`src/rtl/clk_gate_pkg.sv`:
```
// Shared types for the clock-gate enable controller.
package clk_gate_pkg;

    typedef enum logic [1:0] {
        CG_RUN,
        CG_OFF,
        CG_WAKE
    } cg_state_t;

endpackage

```
`src/rtl/clk_gate_ctrl_if.sv`:
```
// Activity/wake inputs and gate-enable/status outputs of the clock-gate controller.
interface clk_gate_ctrl_if #(
    parameter int STAT_W = 16
);
    logic              busy;
    logic              wake_req;
    logic              force_on;
    logic              clk_en;
    logic              gated;
    logic              wake_ack;
    logic [STAT_W-1:0] gate_count;

    modport master (
        input  busy,
        input  wake_req,
        input  force_on,
        output clk_en,
        output gated,
        output wake_ack,
        output gate_count
    );

    modport slave (
        output busy,
        output wake_req,
        output force_on,
        input  clk_en,
        input  gated,
        input  wake_ack,
        input  gate_count
    );
endinterface

```
`src/rtl/clk_gate_idle_timer.sv`:
```
// Counts consecutive idle cycles while running; pulses expire on the cycle that
// completes IDLE_CYCLES of them.
module clk_gate_idle_timer #(
    parameter int IDLE_CYCLES = 16
) (
    input  logic clk,
    input  logic rst_n,
    input  logic enable,
    input  logic idle,
    output logic expire
);
    localparam int CNT_W = $clog2(IDLE_CYCLES + 1);
    localparam logic [CNT_W-1:0] LAST = CNT_W'(IDLE_CYCLES - 1);

    generate
        if (IDLE_CYCLES < 1) begin : g_bad_idle_cycles
            $error("clk_gate_idle_timer: IDLE_CYCLES must be >= 1");
        end
    endgenerate

    logic [CNT_W-1:0] idle_cnt;

    assign expire = enable & idle & (idle_cnt == LAST);

    // Any non-idle cycle, leaving RUN, or firing restarts the streak.
    always_ff @(posedge clk or negedge rst_n) begin
        if (!rst_n) begin
            idle_cnt <= '0;
        end else if (!enable || !idle || expire) begin
            idle_cnt <= '0;
        end else begin
            idle_cnt <= idle_cnt + 1'b1;
        end
    end

endmodule

```
`src/rtl/clk_gate_ctrl.sv`:
```
// Drives the enable of a latch-based clock gate: gates after an idle streak,
// ungates on wake request or force-on with a settle period before acknowledging.
module clk_gate_ctrl
    import clk_gate_pkg::*;
#(
    parameter int IDLE_CYCLES = 16,
    parameter int WAKE_CYCLES = 2,
    parameter int STAT_W      = 16
) (
    input  logic                   clk,
    input  logic                   rst_n,
    clk_gate_ctrl_if.master        cg
);
    localparam int WCNT_W = $clog2(WAKE_CYCLES + 1);
    localparam logic [WCNT_W-1:0] WAKE_LOAD = WCNT_W'(WAKE_CYCLES - 1);

    generate
        if (WAKE_CYCLES < 1) begin : g_bad_wake_cycles
            $error("clk_gate_ctrl: WAKE_CYCLES must be >= 1");
        end
    endgenerate

    function automatic logic [STAT_W-1:0] sat_inc(input logic [STAT_W-1:0] v);
        return (&v) ? v : v + 1'b1;
    endfunction

    cg_state_t         state_q, state_d;
    logic              clk_en_q, clk_en_d;
    logic              gated_q, gated_d;
    logic              wake_ack_q, wake_ack_d;
    logic [STAT_W-1:0] gate_count_q, gate_count_d;
    logic [WCNT_W-1:0] wake_cnt_q, wake_cnt_d;
    logic              idle;
    logic              expire;

    assign idle = ~(cg.busy | cg.wake_req | cg.force_on);

    clk_gate_idle_timer #(
        .IDLE_CYCLES (IDLE_CYCLES)
    ) u_idle_timer (
        .clk    (clk),
        .rst_n  (rst_n),
        .enable (state_q == CG_RUN),
        .idle   (idle),
        .expire (expire)
    );

    always_comb begin
        state_d      = state_q;
        clk_en_d     = clk_en_q;
        gated_d      = gated_q;
        wake_cnt_d   = wake_cnt_q;
        gate_count_d = gate_count_q;
        // Four-phase ack: only raised from RUN, held while the request stays up.
        wake_ack_d   = cg.wake_req & (wake_ack_q | (state_q == CG_RUN));

        case (state_q)
            CG_RUN: begin
                clk_en_d = 1'b1;
                gated_d  = 1'b0;
                if (expire) begin
                    state_d      = CG_OFF;
                    clk_en_d     = 1'b0;
                    gated_d      = 1'b1;
                    gate_count_d = sat_inc(gate_count_q);
                end
            end
            CG_OFF: begin
                clk_en_d = 1'b0;
                gated_d  = 1'b1;
                if (!idle) begin
                    state_d    = CG_WAKE;
                    clk_en_d   = 1'b1;
                    gated_d    = 1'b0;
                    wake_cnt_d = WAKE_LOAD;
                end
            end
            CG_WAKE: begin
                clk_en_d = 1'b1;
                gated_d  = 1'b0;
                if (wake_cnt_q == '0) begin
                    state_d = CG_RUN;
                end else begin
                    wake_cnt_d = wake_cnt_q - 1'b1;
                end
            end
            default: begin
                state_d  = CG_RUN;
                clk_en_d = 1'b1;
                gated_d  = 1'b0;
            end
        endcase
    end

    // Reset asserts clk_en immediately so a gated domain is never left stopped.
    always_ff @(posedge clk or negedge rst_n) begin
        if (!rst_n) begin
            state_q      <= CG_RUN;
            clk_en_q     <= 1'b1;
            gated_q      <= 1'b0;
            wake_ack_q   <= 1'b0;
            gate_count_q <= '0;
            wake_cnt_q   <= '0;
        end else begin
            state_q      <= state_d;
            clk_en_q     <= clk_en_d;
            gated_q      <= gated_d;
            wake_ack_q   <= wake_ack_d;
            gate_count_q <= gate_count_d;
            wake_cnt_q   <= wake_cnt_d;
        end
    end

    assign cg.clk_en     = clk_en_q;
    assign cg.gated      = gated_q;
    assign cg.wake_ack   = wake_ack_q;
    assign cg.gate_count = gate_count_q;

endmodule
```
`src/flat_wrapper.sv`:
```
// flat-port wrapper written by rule: the top's interface ports become plain ports
module clk_gate_ctrl_flat import clk_gate_pkg::*;
#(
    parameter int IDLE_CYCLES = 16,
    parameter int WAKE_CYCLES = 2,
    parameter int STAT_W      = 16
)
  (clk, rst_n, cg_busy, cg_wake_req, cg_force_on, cg_clk_en, cg_gated, cg_wake_ack, cg_gate_count);
  clk_gate_ctrl_if #(.STAT_W(STAT_W)) cg_i ();
  input  logic clk;
  input  logic rst_n;
  input wire logic [$bits(cg_i.busy)-1:0] cg_busy;
  input wire logic [$bits(cg_i.wake_req)-1:0] cg_wake_req;
  input wire logic [$bits(cg_i.force_on)-1:0] cg_force_on;
  output wire logic [$bits(cg_i.clk_en)-1:0] cg_clk_en;
  output wire logic [$bits(cg_i.gated)-1:0] cg_gated;
  output wire logic [$bits(cg_i.wake_ack)-1:0] cg_wake_ack;
  output wire logic [$bits(cg_i.gate_count)-1:0] cg_gate_count;
  assign cg_i.busy = cg_busy;
  assign cg_i.wake_req = cg_wake_req;
  assign cg_i.force_on = cg_force_on;
  assign cg_clk_en = cg_i.clk_en;
  assign cg_gated = cg_i.gated;
  assign cg_wake_ack = cg_i.wake_ack;
  assign cg_gate_count = cg_i.gate_count;
  clk_gate_ctrl #(.IDLE_CYCLES(IDLE_CYCLES), .WAKE_CYCLES(WAKE_CYCLES), .STAT_W(STAT_W)) u_core (.clk(clk), .rst_n(rst_n), .cg(cg_i));
endmodule
```
`config.mk`:
```
export PLATFORM = sky130hd
export DESIGN_NAME = clk_gate_ctrl_flat
export DESIGN_NICKNAME = d
export VERILOG_FILES = /design/src/rtl/clk_gate_pkg.sv /design/src/rtl/clk_gate_ctrl_if.sv /design/src/rtl/clk_gate_idle_timer.sv /design/src/rtl/clk_gate_ctrl.sv /design/src/flat_wrapper.sv
export SDC_FILE = /design/constraint.sdc
export NUM_CORES = 1
export LEC_CHECK = 0
export CORE_AREA = 2 2 55 57
export CTS_BUF_LIST = sky130_fd_sc_hd__clkbuf_4
export DETAILED_ROUTE_END_ITERATION = 6
export DIE_AREA = 0 0 57 59
export GPL_TIMING_DRIVEN = 0
export PLACE_DENSITY = 0.73
export SLEW_MARGIN = 0
export SYNTH_ARGS = -nofsm -noshare
export SYNTH_HDL_FRONTEND = slang
export SYNTH_SLANG_ARGS = --single-unit
```
`constraint.sdc`:
```
create_clock -name clk -period 4.52 [get_ports clk]
set_input_delay 0.904 -clock clk [delete_from_list [all_inputs] [get_ports clk]]
set_output_delay 0.904 -clock clk [all_outputs]
set_load 0.005 [all_outputs]
```
Word-level counts from Yosys, hierarchy flattened --
Index checks and enable logic that the tools add are counted. Widths: inputs -> output; s select.
Word-level totals: bits in registers 28, input bits 5, output and inout bits 19
Operators by class: $add $sub $neg 3, equality and inequality tests 7, multiplexer cells 14, bitwise gates (word level) 8, reduce and logical (&&, ||, !) cells 10
Operators with widths (count):
- $add 16x1->16 const B | 1
- $reduce_and 16->1 | 1
- $mux 2 | 5
- $reduce_and 3->1 | 3
- $ne 2x1->1 const B | 3
- $pmux 2 s3 | 1
- $add 5x1->5 const B | 1
- $eq 5x4->1 const B | 1
- $mux 5 | 1
- $logic_not 2->1 | 2
- $mux 1 | 4
- $pmux 1 s2 | 2
- $pmux 2 s2 | 1
- $and 1x1->1 | 3
- $or 1x1->1 | 3
- $eq 2x1->1 const B | 1
- $eq 2x2->1 const B | 1
- $logic_or 1x1->1 | 2
- $ne 2x2->1 const B | 1
- $not 1->1 | 2
- $reduce_bool 2->1 | 1
- $sub 2x1->2 const B | 1
- $logic_not 1->1 | 1

Depth between registers and ports, before layout --
Gate-level depths: netlist of the first run.
depth in word-level cells 7, mapped depth 7

Cells and area by module --
Synthesis of the first run repeated with hierarchy kept, for this count alone.
Unflattened totals: cells, all modules 117, area, all modules 1303.8 um2
By module, submodules not included:
- clk_gate_ctrl | times used 1, cells each 96, area each 1066.0 um2
- clk_gate_idle_timer | times used 1, cells each 21, area each 237.7 um2

Least setup slack after synthesis of the first run --
No wires, ideal clock.
path type input to register, start point in cg_wake_req, end point reg u_core.gate_count_q[14] (netlist: u_core.cg.gate_count[14]), arrival 2016 ps, required time 4396 ps, slack 2379 ps, stages 4, buffers on the path 0, cell sequence or4b_4 nor4_4 nand4_1 xnor2_1
Between the ends: word-level cells in the longest chain between the ends 6
Ends and longest elaborated chain:
- from (decl) | RTL line flat_wrapper.sv:13 | input wire logic [$bits(cg_i.wake_req)-1:0] cg_wake_req;
- $or 1x1->1 (2 in a row) | RTL line clk_gate_ctrl.sv:36 | assign idle = ~(cg.busy | cg.wake_req | cg.force_on);
- $not 1->1 | RTL line clk_gate_ctrl.sv:36
- $and 1x1->1 (2 in a row) | RTL line clk_gate_idle_timer.sv:23 | assign expire = enable & idle & (idle_cnt == LAST);
- $reduce_and 3->1 (no line)
- to (signal assigned) | RTL line clk_gate_ctrl.sv:109 | gate_count_q <= gate_count_d;
- to (decl) | RTL line clk_gate_ctrl.sv:31 | logic [STAT_W-1:0] gate_count_q, gate_count_d;
No other way between the ends. A chain may end at the register's enable or synchronous reset.

Worst setup path in the final report of the first run --
start point in cg_wake_req, end point reg u_core.gate_count_q[11] (netlist: u_core.cg.gate_count[11])
Same word-level chain as after synthesis.

==> summary.md, run 1 <==
| Metric | Value |
|---|---|
| Outcome | `finished, final reports clean` |
| Max_cap viols | `0` |
| Final Max Tran Viols | `0` |
| Final WS setup | `2100 ps` |
| Syn Inst Count | `between 100 and 150` |
| Post-DRT Antenna Nets | `0` |
| RSZ-0062 raised after global routing | `no` |
| Post_cts resized | `0` |
| Post-CTS Hold Buffers | `0` |
| Initial cell density of the core | `0.518` |
| Worst EP required | `roughly 4800 ps` |
| Pleak | `slightly below 0.8 nW` |
| DR iter-0 viols | `7` |
| Slew HR | `0.598` |
| Complex-gate fraction of the synthesized area | `0.0436` |
| Final setup violating endpoints | `0` |
| Clock-pin slew on the worst setup and hold paths | `140 ps` |
| DRC violations left | `0` |
| Max Freq | `a little over 0.4 GHz` |
| Rows | `19` |
| CORE AREA | `approximately 2700 µm²` |
| Internal | `0.297 mW` |
| PD cells | `~220 nW/µm²` |
| WP buf/inv | `2` |
| Die Y | `roughly 59 µm` |
| Combinational share of power | `0.031` |
| WP data arrival | `between 2000 and 3000 ps` |
| CTS tree | `built` |
| Clk pwr share | `0.293` |
| Setup crit end kind | `flip-flop` |
| Switching Fraction | `0.204` |
| Fraction of layout cells with a size suffix above 1 | `0.0974` |
| Switching power | `about 0.076 mW` |
| Tcrit/Tclk final | `0.535` |
| Antenna violations before repair | `0` |
| Register area share after synthesis | `0.500` |
| Dpl ws | `about 1800 ps` |
| Worst path max stage delay | `450 ps` |
| Sinks on the clock net | `28` |
| Antenna Cells | `0` |
| Slowest CP cell | `clkdlybuf4s50_1` |
| Layout fillers | `roughly 240` |
| First-pass GRT wire length | `around 4200 µm` |
| Worst Setup Start Kind | `input port` |
| Worst Path Max Fanout | `10` |
| Syn Nets | `140` |
| PortBufs | `23` |
| Seq pwr share | `0.676` |
| Grt ovf | `0` |
| Finished Core Util | `0.627` |
| Area growth syn-to-layout | `20.9%` |
| Fin Clk Skew | `8.76 ps` |
| Post-Synth Simple-Gate Area | `0.224` |
| Top cell type's share of synthesized area | `0.481` |
| Post-synth top area cell | `dfrtp_1` |
| Power Total | `about 0.37 mW` |
| Die width | `approximately 57 µm` |
| Min Clock Period, post-route | `around 2400 ps` |
| Worst VDD drop | `0.165 mV` |
| Hold Fails Final Rpt | `0` |
| Max Buffers Root-to-Sink | `2` |
| Unique masters post-synth | `32` |
| Final GP Congestion | `around 0.8` |
| Hold Crit Class | `reg2reg` |
| Final layout net count | `~170` |
| Final WL | `2440 µm` |
| Most frequent cells in the layout | `27 x dfrtp_1, 22 x clkdlybuf4s50_1, 12 x xor2_1, 11 x inv_1` |
| Full die area | `between 3000 and 4000 µm²` |
| Gr usage total | `0.161` |
| Cells along the critical path | `clkdlybuf4s50_1, nor3_1, nand3_1, buf_2, nor4_2, xnor2_1` |
| Commonest non-fill, non-tap cell in the layout | `dfrtp_1` |
| WS Path Type | `in2reg` |
| Maximum number of pins on one net before global-route repair | `29` |
| Slew at the pin closest to its max-slew limit | `603 ps` |
| Syn_area_per_cell | `11.1 µm²` |
| Yosys warns | `0` |
| Cell area after synthesis | `about 1400 µm²` |
| Vias per inst | `between 5 and 6` |
| Adder-cell area share of the yosys netlist | `0.0712` |
| Vias in the first global route | `around 980` |
| DR vias | `~1,000` |
| Clk Latency, worst-skew pair | `320 ps` |
| Ports | `24` |
| CTS Buf Count | `3` |
| Detail Placement HPWL | `approximately 1900 µm` |
| Clk root buf | `clkbuf_4` |
| Mux share of post-synthesis cell area | `0.0232` |
| Routed wire per std cell | `13.2 µm` |
| Post-Synth XOR/XNOR Area | `0.0997` |
| Htree depth | `1` |
| Post-CTS Repair Setup Buffers | `0` |
| Final TNS setup | `0 ps` |
| Cell family with most CP delay | `simple AND/OR/NAND/NOR gates` |
| #FFs+latches synth | `28` |
| Largest family of logic cells by synthesized area | `simple AND/OR/NAND/NOR gates` |
| Drt pass-1 iters | `4` |
| Synth top area cells | `dfrtp_1 48%, xor2_1 7.5%, ha_1 7.1%` |
state kept, by name (all words and copies together) (netlist names):
register / cells
u_core.cg.wake_ack: 1
u_core.cg.clk_en: 1
u_core.wake_cnt_q: 2
u_core.state_q: 2
u_core.u_idle_timer.idle_cnt: 5
u_core.cg.gate_count: 16
u_core.cg.gated: 1
power groups by stage:
stage / Sequential (mW) / Combinational (mW) / Clock [mW]
after detailed placement: 0.257 / 0.0128 / 0
after floorplan: 0.257 / 0.00238 / 0
after CTS: 0.252 / 0.0128 / 0.116
after global placement: 0.257 / 0.0125 / 0
after global routing: 0.252 / 0.0137 / 0.127
final: 0.252 / 0.0117 / 0.109
area by class of cell:
class / instances / area, µm² / area share
Multi-Input combinational cell: 86 / 649 / 0.382
Tap cell: 31 / 38.8 / 0.0228
Clock buffer: 4 / 30.0 / 0.0177
Inverter: 11 / 41.3 / 0.0243
Sequential cell: 28 / 702 / 0.413
Buffer: 2 / 12.5 / 0.00736
Timing Repair Buffer: 23 / 225 / 0.133
metrics by stage:
step	hold WS (ps)	std cells	cell area [µm²]
global route	496	185	1700
floorplan	433	127	1410
detailed placement	462	181	1670
finish	480	185	1700
CTS	481	185	1700
global placement	447	181	1670
metal layers:
metal  track usage  part of all wire  vias to the layer above
li1              -                 -                      499
met1         0.189              0.46                      499
met2         0.284              0.49                       18
met3        0.0262             0.028                        6
met4        0.0864             0.023                        0
met5             0                 0                        -
Yosys cell counts:
cell type	number
dfrtp_1	27
xor2_1	12
inv_1	11
ha_1	8
nand2_1	8
nand3_1	7
nor2_1	7
nand4_1	6
nor3_1	6
nor4_2	4
xnor2_1	4
nor4_1	3
o21a_1	3
a21oi_1	2
or4_1	2
a22o_1	1
a31oi_1	1
and3_1	1
buf_2	1
buf_4	1
dfstp_2	1
mux2_1	1
mux2_2	1
mux2i_1	1
nand3b_1	1
nor3b_1	1
nor4_4	1
o21ai_0	1
o22a_1	1
or3_1	1
or4b_1	1
or4b_4	1
worst register-to-register path, cell delays in order (launching register included):
cell	delay [ps]
dfrtp_1	440
inv_1	100
ha_1	280
or4b_4	510
nor4_4	350
nand4_1	160
xnor2_1	140
cells by family (layout without fill, tap and decap cells):
logic type / Yosys count / count (layout)
AO/OA/AOI/OAI: 9 / 9
flip-flops: 28 / 28
multiplexers: 3 / 3
adder cells (fa/ha/maj): 8 / 8
XOR/XNOR: 16 / 16
AND/OR/NAND/NOR: 50 / 50
buffers and inverters: 13 / 40
final timing paths:
check | startpoint | to | slack (ps) | cells past startpoint
min | u_core.u_idle_timer.idle_cnt[0] | u_core.u_idle_timer.idle_cnt[0] | 480 | 1
max in group asynchronous | rst_n | u_core.cg.gate_count[8] | 3550 | 1
min reg2reg | u_core.u_idle_timer.idle_cnt[0] | u_core.u_idle_timer.idle_cnt[0] | 480 | 1
max | cg_wake_req | u_core.cg.gate_count[11] | 2100 | 6
min in group asynchronous | rst_n | u_core.cg.gate_count[14] | 570 | 1
max reg2reg | u_core.state_q[0] | u_core.cg.gate_count[14] | 2440 | 6
No activity file was read; power rests on OpenSTA's default activity.
==> run 2, diff against run 1 <==
--- a/config.mk
+++ b/config.mk
@@ -5,12 +5,12 @@
 export SDC_FILE = /design/constraint.sdc
 export NUM_CORES = 1
 export LEC_CHECK = 0
-export CORE_AREA = 2 2 55 57
+export CORE_AREA = 2 2 57 59
 export CTS_BUF_LIST = sky130_fd_sc_hd__clkbuf_4
 export DETAILED_ROUTE_END_ITERATION = 6
-export DIE_AREA = 0 0 57 59
+export DIE_AREA = 0 0 59 61
 export GPL_TIMING_DRIVEN = 0
-export PLACE_DENSITY = 0.73
+export PLACE_DENSITY = 0.71
 export SLEW_MARGIN = 0
 export SYNTH_ARGS = -nofsm -noshare
 export SYNTH_HDL_FRONTEND = slang
==> constraint.sdc (replaced) <==
create_clock -name clk -period 2.15 [get_ports clk]
set_input_delay 0.43 -clock clk [delete_from_list [all_inputs] [get_ports clk]]
set_output_delay 0.43 -clock clk [all_outputs]
set_load 0.005 [all_outputs]
==> run 2 against run 1 <==
- global-route usage is essentially flat
- register-to-register slack lost 2300 ps
- final area is 0.37% higher
- largest power group unchanged
==> summary.md, run 2 (synthesized netlist as in run 1, its figures left out) <==
| Metric | Value |
|---|---|
| Die Y | `61 µm (was 59 µm)` |
| DR vias | `995 (was 1,022)` |
| Maximum number of pins on one net before global-route repair | `29 (unchanged)` |
| Sinks on the clock net | `28 (unchanged)` |
| Slew at the pin closest to its max-slew limit | `604 ps (was 603 ps)` |
| Antenna Cells | `0 (unchanged)` |
| Hold Crit Class | `in2async (was reg2reg)` |
| Worst VDD drop | `0.222 mV (was 0.165 mV)` |
| RSZ-0062 raised after global routing | `no (unchanged)` |
| Storage element area | `702 µm² (unchanged)` |
| CORE AREA | `2950 µm² (was 2710 µm²)` |
| DRC violations left | `0 (unchanged)` |
| PD cells | `456 nW/µm² (was 219 nW/µm²)` |
| Final layout net count | `168 (unchanged)` |
| PortBufs | `23 (unchanged)` |
| Final TNS setup | `0 ps (unchanged)` |
| Worst Path Max Fanout | `7 (was 10)` |
| Layout fillers | `263 (was 238)` |
| Drt pass-1 iters | `4 (unchanged)` |
| Die width | `59 µm (was 57 µm)` |
| Worst EP required | `2380 ps (was 4770 ps)` |
| Grt ovf | `0 (unchanged)` |
| Max Freq | `0.507 GHz` |
| Ports | `24 (unchanged)` |
| Most frequent cells in the layout | `27 x dfrtp_1, 22 x clkdlybuf4s50_1, 12 x xor2_1, 11 x inv_1, 8 x nand2_1 (was 27 x dfrtp_1, 22 x clkdlybuf4s50_1, 12 x xor2_1, 11 x inv_1)` |
| Clk Latency, worst-skew pair | `330 ps (was 320 ps)` |
| Final GP Congestion | `0.761 (was 0.802)` |
| Final Max Tran Viols | `0 (unchanged)` |
| CTS Buf Count | `3 (unchanged)` |
| First-pass GRT wire length | `4430 µm (was 4220 µm)` |
| Initial cell density of the core | `0.476 (was 0.518)` |
| Vias in the first global route | `1,023 (was 982)` |
| Clk root buf | `clkbuf_4 (unchanged)` |
| Commonest non-fill, non-tap cell in the layout | `dfrtp_1 (unchanged)` |
| Antenna violations before repair | `0 (unchanged)` |
| Max Buffers Root-to-Sink | `2 (unchanged)` |
| CTS tree | `built (unchanged)` |
| Final WL | `2590 µm (was 2440 µm)` |
| Fraction of layout cells with a size suffix above 1 | `0.104 (was 0.0974)` |
| Final setup violating endpoints | `0 (unchanged)` |
| Min Clock Period, post-route | `1970 ps` |
| Routed wire per std cell | `13.9 µm (was 13.2 µm)` |
| Hold Fails Final Rpt | `0 (unchanged)` |
| Pleak | `0.786 nW (was 0.790 nW)` |
| Post_cts resized | `0 (unchanged)` |
| WP data arrival | `2200 ps (was 2670 ps)` |
| Post-CTS Repair Setup Buffers | `0 (unchanged)` |
| Non-Filler Instances | `187 (was 185)` |
| Number of flip-flops in the largest register | `16 (unchanged)` |
| DR iter-0 viols | `25 (was 7)` |
| Detail Placement HPWL | `1910 µm (was 1860 µm)` |
| Vias per inst | `5.32 (was 5.52)` |
| Tcrit/Tclk final | `0.917` |
| Gr usage total | `0.161 (about the same)` |
| Max_cap viols | `0 (unchanged)` |
| Slew HR | `0.598 (about the same)` |
| Area growth syn-to-layout | `21.4% (was 20.9%)` |
| Post-DRT Antenna Nets | `0 (unchanged)` |
| Area of the multi-input gates | `657 µm² (was 649 µm²)` |
| Setup crit end kind | `flip-flop (unchanged)` |
| Post-CTS Hold Buffers | `0 (unchanged)` |
| WS Path Type | `reg2reg (was in2reg)` |
| Fin Clk Skew | `9.80 ps (was 8.76 ps)` |
| Htree depth | `1 (unchanged)` |
| Placed insts | `183 (was 181)` |
| Outcome | `finished, final reports clean (unchanged)` |
| Rows | `20 (was 19)` |
| Clock-pin slew on the worst setup and hold paths | `150 ps (was 140 ps)` |
| Full die area | `3600 µm² (was 3360 µm²)` |
| Worst Setup Start Kind | `flip-flop (was input port)` |
-- run 2: cell count changes in the layout (fill, tap and decap cells not counted) --
cell and change:
clkbuf_4 -1, clkinv_1 +1, ha_1 -1, ha_2 +1
nand3_1 -1, nand3_2 +1
-- run 2: stage by stage --
| step | worst slack [ps] | utilization | hold WS (ps) | instance area, µm² | power (mW) |
|---|---|---|---|---|---|
| after floorplan | 257 | - | 134 | 1410 | 0.545 |
| final | 178 | 0.578 | 80.6 | 1710 | 0.778 |
| after detailed placement | -161 | 0.568 | 470 | 1680 | 0.567 |
| after global placement | -112 | 0.568 | 447 | 1680 | 0.566 |
| after global routing | 49.4 | 0.578 | 137 | 1710 | 0.806 |
| after CTS | 23.2 | 0.577 | 490 | 1700 | 0.790 |
-- run 2: critical path, cell delays in order (launching register included) --
cell     delay (ps)
dfrtp_1         450
inv_1           100
ha_2            260
or4b_4          500
nor4_4          260
nand4_1         160
xnor2_1         140
-- run 2: area by class of cell --
cell class	instances	area share
clock buffers	3	0.0132
clock inverters	1	0.00220
well taps	33	0.0242
inverters	11	0.0242
flip-flops and latches	28	0.412
repair buffers	23	0.132
multi-input cells	86	0.385
plain buffers	2	0.00734
-- run 2: path summary, 6_finish.rpt --
path | startpoint | end | slack (ps) | cells past startpoint
max | u_core.state_q[0] | u_core.cg.gate_count[14] | 180 | 6
min | rst_n | u_core.cg.gate_count[6] | 80 | 1
max reg2reg | u_core.state_q[0] | u_core.cg.gate_count[14] | 180 | 6
min reg2reg | u_core.u_idle_timer.idle_cnt[0] | u_core.u_idle_timer.idle_cnt[0] | 490 | 1
max in group asynchronous | rst_n | u_core.state_q[0] | 1670 | 1
min in group clk | u_core.u_idle_timer.idle_cnt[0] | u_core.u_idle_timer.idle_cnt[0] | 490 | 1
-- run 2: power breakdown --
group | switching, mW | total, mW | internal, mW
clock | 0.154 | 0.222 | 0.0681
sequential | 0.00125 | 0.530 | 0.529
combinational | 0.0156 | 0.0254 | 0.00972
total | 0.171 | 0.778 | 0.607
-- run 2: per-layer routing --
layer	track usage	routed length, µm	up-vias
met3	0.0213	80	6
met2	0.276	1300	21
met1	0.204	1170	469
met5	0	0	-
met4	0.0747	42	0
li1	-	-	499
